`config.mk`:
```
export PLATFORM = sky130hd
export DESIGN_NAME = regfile
export DESIGN_NICKNAME = d
export VERILOG_FILES = /design/src/rtl/regfile_pkg.sv /design/src/rtl/regfile_init_ctrl.sv /design/src/rtl/regfile.sv
export SDC_FILE = /design/constraint.sdc
export NUM_CORES = 1
export LEC_CHECK = 0
export BUFFER_PORTS_ARGS = -buffer_cell sky130_fd_sc_hd__buf_4
export CAP_MARGIN = 20
export CORE_MARGIN = 2
export CORE_UTILIZATION = 30
export CTS_BUF_LIST = sky130_fd_sc_hd__clkbuf_8
export CTS_CLUSTER_DIAMETER = 50
export CTS_CLUSTER_SIZE = 14
export DETAILED_ROUTE_END_ITERATION = 10
export MAX_ROUTING_LAYER = met4
export SYNTH_ARGS = -nofsm -noshare
export SYNTH_HDL_FRONTEND = slang
export SYNTH_HIERARCHICAL = 1
export SYNTH_SLANG_ARGS = --single-unit
export TNS_END_PERCENT = 10
```
`constraint.sdc`:
```
create_clock -name clk -period 6.33 [get_ports clk]
set_clock_uncertainty 0.15 [all_clocks]
set_input_delay 1.266 -clock clk [delete_from_list [all_inputs] [get_ports clk]]
set_output_delay 1.266 -clock clk [all_outputs]
set_load 0.005 [all_outputs]
```
`src/rtl/regfile_pkg.sv`:
```
// Shared sizing and state encoding for the integer register file.
// The default widths can be overridden by predefining REG_ADDR_SIZE / REG_DATA_SIZE.
`ifndef REG_ADDR_SIZE
`define REG_ADDR_SIZE 4
`endif
`ifndef REG_DATA_SIZE
`define REG_DATA_SIZE 31
`endif
`ifndef RF_ST_INIT
`define RF_ST_INIT 1'b0
`endif
`ifndef RF_ST_RUN
`define RF_ST_RUN 1'b1
`endif

package regfile_pkg;

  localparam int ADDR_W   = `REG_ADDR_SIZE + 1;
  localparam int DATA_W   = `REG_DATA_SIZE + 1;
  localparam int NUM_REGS = 2 ** ADDR_W;

  localparam logic [ADDR_W-1:0] FIRST_REG = ADDR_W'(1);
  localparam logic [ADDR_W-1:0] LAST_REG  = ADDR_W'(NUM_REGS - 1);

  typedef enum logic {
    RF_ST_INIT = `RF_ST_INIT,
    RF_ST_RUN  = `RF_ST_RUN
  } rf_state_e;

endpackage

```
`src/rtl/regfile_init_ctrl.sv`:
```
// Post-reset init sequencer: walks x1..x31 clearing one register per cycle,
// then raises ready and stays in RUN until the next reset.
module regfile_init_ctrl
  import regfile_pkg::*;
(
  input  logic              clk,
  input  logic              reset,
  output logic              clr_en,
  output logic [ADDR_W-1:0] clr_addr,
  output logic              ready
);

  rf_state_e         state;
  logic [ADDR_W-1:0] init_ptr;

  always_ff @(posedge clk) begin
    if (reset) begin
      state    <= RF_ST_INIT;
      init_ptr <= FIRST_REG;
      ready    <= 1'b0;
    end else begin
      case (state)
        RF_ST_INIT: begin
          init_ptr <= init_ptr + ADDR_W'(1);
          if (init_ptr == LAST_REG) begin
            state <= RF_ST_RUN;
            ready <= 1'b1;
          end
        end
        default: begin
        end
      endcase
    end
  end

  // A reset edge must leave the array untouched, so the clear is masked by reset.
  assign clr_en   = (state == RF_ST_INIT) && !reset;
  assign clr_addr = init_ptr;

endmodule

```
`src/rtl/regfile.sv`:
```
// Integer register file: writeback write port, two combinational decode read ports.
// REGFILE_BYPASS_EN forwards a same-cycle write to matching read ports; SIMULATE logs commits.
module regfile
  import regfile_pkg::*;
(
  input  logic              clk,
  input  logic              reset,
  input  logic [ADDR_W-1:0] wr_addr,
  input  logic [DATA_W-1:0] wr_data,
  input  logic              wr_enable,
  input  logic [ADDR_W-1:0] rs1_addr,
  output logic [DATA_W-1:0] rs1_data,
  input  logic [ADDR_W-1:0] rs2_addr,
  output logic [DATA_W-1:0] rs2_data,
  output logic              ready
);

  logic              clr_en;
  logic [ADDR_W-1:0] clr_addr;
  logic              wr_commit;
  logic [DATA_W-1:0] mem [1:NUM_REGS-1];

  regfile_init_ctrl u_init_ctrl (
    .clk      (clk),
    .reset    (reset),
    .clr_en   (clr_en),
    .clr_addr (clr_addr),
    .ready    (ready)
  );

  // ready doubles as "in RUN"; writes outside RUN are dropped, not queued.
  assign wr_commit = ready && !reset && wr_enable && (wr_addr != '0);

  always_ff @(posedge clk) begin
    if (clr_en) begin
      mem[clr_addr] <= '0;
    end else if (wr_commit) begin
      mem[wr_addr] <= wr_data;
`ifdef SIMULATE
      $display("REGFILE: r%0d <= %h", wr_addr, wr_data);
`endif
    end
  end

  function automatic logic [DATA_W-1:0] read_port(input logic [ADDR_W-1:0] addr);
    logic [DATA_W-1:0] value;
    value = '0;
    if (ready && (addr != '0)) begin
      value = mem[addr];
`ifdef REGFILE_BYPASS_EN
      if (wr_commit && (addr == wr_addr)) begin
        value = wr_data;
      end
`endif
    end
    return value;
  endfunction

  always_comb begin
    rs1_data = read_port(rs1_addr);
    rs2_data = read_port(rs2_addr);
  end

endmodule

```
# Word-level counts from Yosys, hierarchy flattened
# Memory sizes are Yosys's and may differ from the RTL's.
# Index checks and enable logic that the tools add are counted.
op_classes:
  eq_ne: 1
  n_addsub: 1
  muxes: 12
  reduce_logical: 12
  bitwise_logic: 1
ops:
  columns: ["op", "count"]
  rows:
  - ["32-bit 2-to-1 mux", 3]
  - ["32-bit OR reduction", 1]
  - ["5-bit nonzero test", 3]
  - ["1-bit 2-to-1 mux", 8]
  - ["1-bit logical AND", 6]
  - ["5-bit by 1-bit adder with 5-bit output (second input constant)", 1]
  - ["5-bit equality test (second input constant)", 1]
  - ["5-bit 2-to-1 mux", 1]
  - ["2-bit AND reduction", 1]
  - ["1-bit zero test", 1]
  - ["1-bit NOT", 1]
totals:
  ff_bits: 7
  mem_count: 1
  ram_bits: 992
  output_inout_bits: 65
mem_list:
  columns: ["memory", "words", "word_bits", "rd", "rd_ports_with_merged_regs", "write_ports", "line_no", "source"]
  rows:
  - ["mem", 31, 32, 2, 0, 1, "regfile.sv:21", "logic [DATA_W-1:0] mem [1:NUM_REGS-1];"]

# Depth between registers and ports, before layout
logic_depth:
  word_depth: 9
  ltp_mapped: 8
  mapped_depth_nobuf: 5

# Cells and area by module
# Netlist, hierarchy kept.
modules_own_cells:
  columns: ["module", "instances", "cells_per_inst", "seq_area_each_um2", "area_each_um2"]
  rows:
  - ["regfile", 1, 3160, 29788.6, 46901.2]
  - ["regfile_init_ctrl", 1, 30, 140.1, 310.3]

# Least setup slack after synthesis
# No wires, ideal clock.
synth_timing:
  path_type: "in2reg"
  start: "in reset"
  end: "mem mem[15][0] (netlist name) (enable)"
  setup_slack_ns: 1.021
  n_path_buf: 1
  path_stages: 6
  required_ns: 5.719
  setup_ns: 0.461
  arrival_ns: 4.698
  cell_sequence: "clkbuf_1 > nor2_1 > and4bb_2 > o21ai_4 > mux2_2 > nor3_1"
synth_rtl:
  columns: ["item", "line_no", "source"]
  rows:
  - ["start, declared", "regfile.sv:7", "input logic reset,"]
  - ["1-bit zero test (*)", "regfile_init_ctrl.sv:37", "assign clr_en = (state == RF_ST_INIT) && !reset;"]
  - ["1-bit logical AND (*)", "regfile_init_ctrl.sv:37", null]
  - ["net clr_en", "regfile.sv:18", "logic clr_en;"]
  - ["1-bit 2-to-1 mux", "regfile.sv:35", "if (clr_en) begin"]
  - ["1-bit 2-to-1 mux (implied by the code)", "regfile.sv:38", "mem[wr_addr] <= wr_data;"]
  - ["32-bit OR reduction (no line)", null, null]
  - ["5-bit 2-to-1 mux (no line) or 1-bit 2-to-1 mux (tied branches)", null, null]
  - ["end, declared", "regfile.sv:21", null]
# The timed path passes the listed nets; every way through them passes the cells marked *.

# Worst setup path after layout
layout_timing:
  start: "in rs1_addr[1]"
  end: "out rs1_data[10]"
layout_via:
  elab_chain_cells: 3
layout_lines:
  columns: ["item", "line_no", "source"]
  rows:
  - ["start, declared", "regfile.sv:11", "input logic [ADDR_W-1:0] rs1_addr,"]
  - ["parallel branches: the longest is 2 deep, another holds memory read 31 x 32 bit", null, null]
  - ["32-bit 2-to-1 mux (*)", "regfile.sv:48", "if (ready && (addr != '0)) begin"]
  - ["end, declared", "regfile.sv:12", "output logic [DATA_W-1:0] rs1_data,"]
# Every way passes the cells marked *.

==> impl_metrics.toml <==
[global_routing]
grt_pass1_wl_um = 230300
grt_pass1_vias = 30816
grtUsageTotal = 0.2060
grt_max_degree = 111
antenna_found_initial = 11
overflow = 0

[place]
dp.cells = 5246
dp_hpwl_um = 100000
numPortBuffers = 114
place.gp.congestion = 0.8626

[floorplanning]
dieArea_mm2 = 0.1606
core-area_mm2 = 0.1562
ios = 115
chipWidth_um = 400.7
start_util = 0.3022
die_h_um = 400.7
placementRows = 145

[worst_setup_path]
reg2reg_to = "mem[18][14]"
slowest_delay_ns = 0.65
r2r_start = "u_init_ctrl/state"
crit_chain = "buf_4 > nor2b_4 > buf_12 > a22oi_1 > nand3_1 > nand4_1 > buf_4"
critPathSlowestCell = "nor2b_4"
cp-start-kind = "input port"
critPathLaunch = "rs1_addr[1]"
arrival_ns = 3.98
crit_top_cell = "buf_4"
endpoint_kind = "output port"
reg2reg_depth = 6
crit_fanout = 39
crit_type = "in -> out"
required_ns = 4.91
reg2reg_setup_slack_ns = 2.61
critPathCapture = "rs1_data[10]"

[power]
power.total_mw = 12.24
p_leak_nw = 17.17
ir_drop_mv = 0.1424
p_per_area_mw_per_mm2 = 229.7

[logic_synthesis]
syn-num-nets = 3242
synthTopCellsByArea = "edfxtp_1 (63%), mux2i_1 (17%), a22oi_1 (4.1%)"
synth-async-reset-ratio = 0
yosysWarnings = 6
ys_seq_area_frac = 0.6339
syn_avg_cell_area_um2 = 14.80
syn-instance-count = 3190
ys_types = 58
ys.flop_type = "edfxtp_1"
yosysTopAreaCell = "edfxtp_1"
synth_top_area_frac = 0.6310
synth_edf_count = 992
ys_ff_latch = 999
synth_area_mm2 = 0.04721

[clock_tree]
cts_buffers = 97
cts_resized = 0
insertion_delay_ns = 0.81
cts_root_buf = "clkbuf_8"
clk_pin_slew_ns = 0.08
htreeDepth = 3
cts_hold_buf = 0
cts_tree = "done"
clk_path_buf_depth = 3
cts_sinks = 999
cts_setup_buffers = 0

[drt]
drc = 0
drtAntennaViolNets = 0
dr.pass1.iters = 5
routed_wl_um = 166200
dr_total_vias = 31791
viasPerCell = 5.854
wl_per_cell_um = 30.61
drt-initial-drc-count = 4177

[flow_run]
maxCapViolCount = 0

[sta]
final.setup.tns_ns = 0
setup_viol = 0
hold_viol = 0
fmax_mhz = 185.4
slew_headroom = 0.2246
finalCritPeriodShare = 0.8522
finalMaxSlewViolations = 0
max_slew.worst_pin.slew_ns = 1.160
period_needed_ns = 5.394
grt_setup_unrepaired = "no"

[layout]
layout_common_cells = "edfxtp_1 (992), mux2i_1 (807), a22oi_1 (258)"
stdcell_count = 5431
final_common_cell = "edfxtp_1"
fin_nets = 3348
syn2layout_area_growth_pct = 12.84
fin_util = 0.3410
drive_above_1_share = 0.1637

[min_path]
hold_depth = 2
hp-class = "reg -> reg"

[run_status]
status = "completed"
cell usage after synthesis, types with 32 or more instances:
library cell,number
nand3_1,129
and2_1,34
a211oi_1,32
a22oi_1,258
nand2_1,135
o22ai_1,50
nand4_1,96
buf_2,91
a21oi_1,81
o21ai_0,43
mux4_2,78
clkbuf_1,134
mux2i_1,808
nor2_1,85
edfxtp_1,992
kinds of logic (layout without fill, tap and decap cells):
| group | after synthesis | after routing | synth area share |
|---|---|---|---|
| XOR/XNOR | 3 | 3 | 0.0005566 |
| AO/OA/AOI/OAI | 514 | 514 | 0.07505 |
| other | 0 | 8 | 0 |
| buffers and inverters | 254 | 429 | 0.02422 |
| flip-flops | 999 | 999 | 0.6339 |
| multiplexers | 887 | 887 | 0.2088 |
| AND/OR/NAND/NOR | 531 | 531 | 0.05695 |
| adder cells (fa/ha/maj) | 2 | 2 | 0.0005300 |
final cells by class:
class,instances,area [um^2]
Inverter,4,15.01
Tap cell,2058,2575
Antenna cell,8,20.02
Clock buffer,99,1363
Clock inverter,69,534.3
Timing Repair Buffer,257,2313
Fill cell,14923,102900
Sequential cell,999,29930
Multi-Input combinational cell,1937,16520
metrics by stage:
step | area (um^2) | worst slack, ns | hold slack [ns]
after floorplan | 47210 | 1.021 | 0.3796
after global placement | 51120 | 1.043 | 0.4279
after detailed placement | 51120 | 1.060 | 0.4402
after CTS | 53020 | 1.061 | 0.4543
after global routing | 53270 | 0.9933 | 0.4841
final | 53270 | 0.9356 | 0.4453
layer usage:
layer | vias up | wire [um] | global-route usage
met5 | - | 0 | -
met4 | 0 | 5140 | 0.06313
met3 | 321 | 16870 | 0.04096
met2 | 1800 | 74660 | 0.3117
met1 | 16651 | 69550 | 0.2787
li1 | 13019 | - | -
power by group:
part           switching [mW]  internal, mW  total [mW]  leakage [nW]
clock                    2.44          1.71        4.15         0.994
sequential             0.0324          7.22        7.26          7.70
combinational           0.547         0.286       0.832          8.47
total                    3.02          9.22        12.2          17.2
worst min-delay path by stage:
stage | from | slack, ns | end
final | u_init_ctrl/clr_addr[4] | 0.45 | u_init_ctrl/clr_addr[4]
after global routing | u_init_ctrl/clr_addr[4] | 0.48 | u_init_ctrl/clr_addr[4]
after CTS | u_init_ctrl/clr_addr[4] | 0.45 | u_init_ctrl/clr_addr[4]
after detailed placement | u_init_ctrl/clr_addr[4] | 0.44 | u_init_ctrl/clr_addr[4]
after global placement | u_init_ctrl/clr_addr[4] | 0.43 | u_init_ctrl/clr_addr[4]
after floorplan | u_init_ctrl/ready | 0.38 | u_init_ctrl/ready
flip-flops by register name, summed over array words and instances (netlist names):
name	count
mem	992
u_init_ctrl/clr_addr	5
u_init_ctrl/ready	1
u_init_ctrl/state	1
critical path: cells and delay by family:
family                 cells  cell delay, ns
AND/OR/NAND/NOR            3            1.22
buffers and inverters      3            1.22
AO/OA/AOI/OAI              1            0.11
No activity file was read; power rests on OpenSTA's default activity.
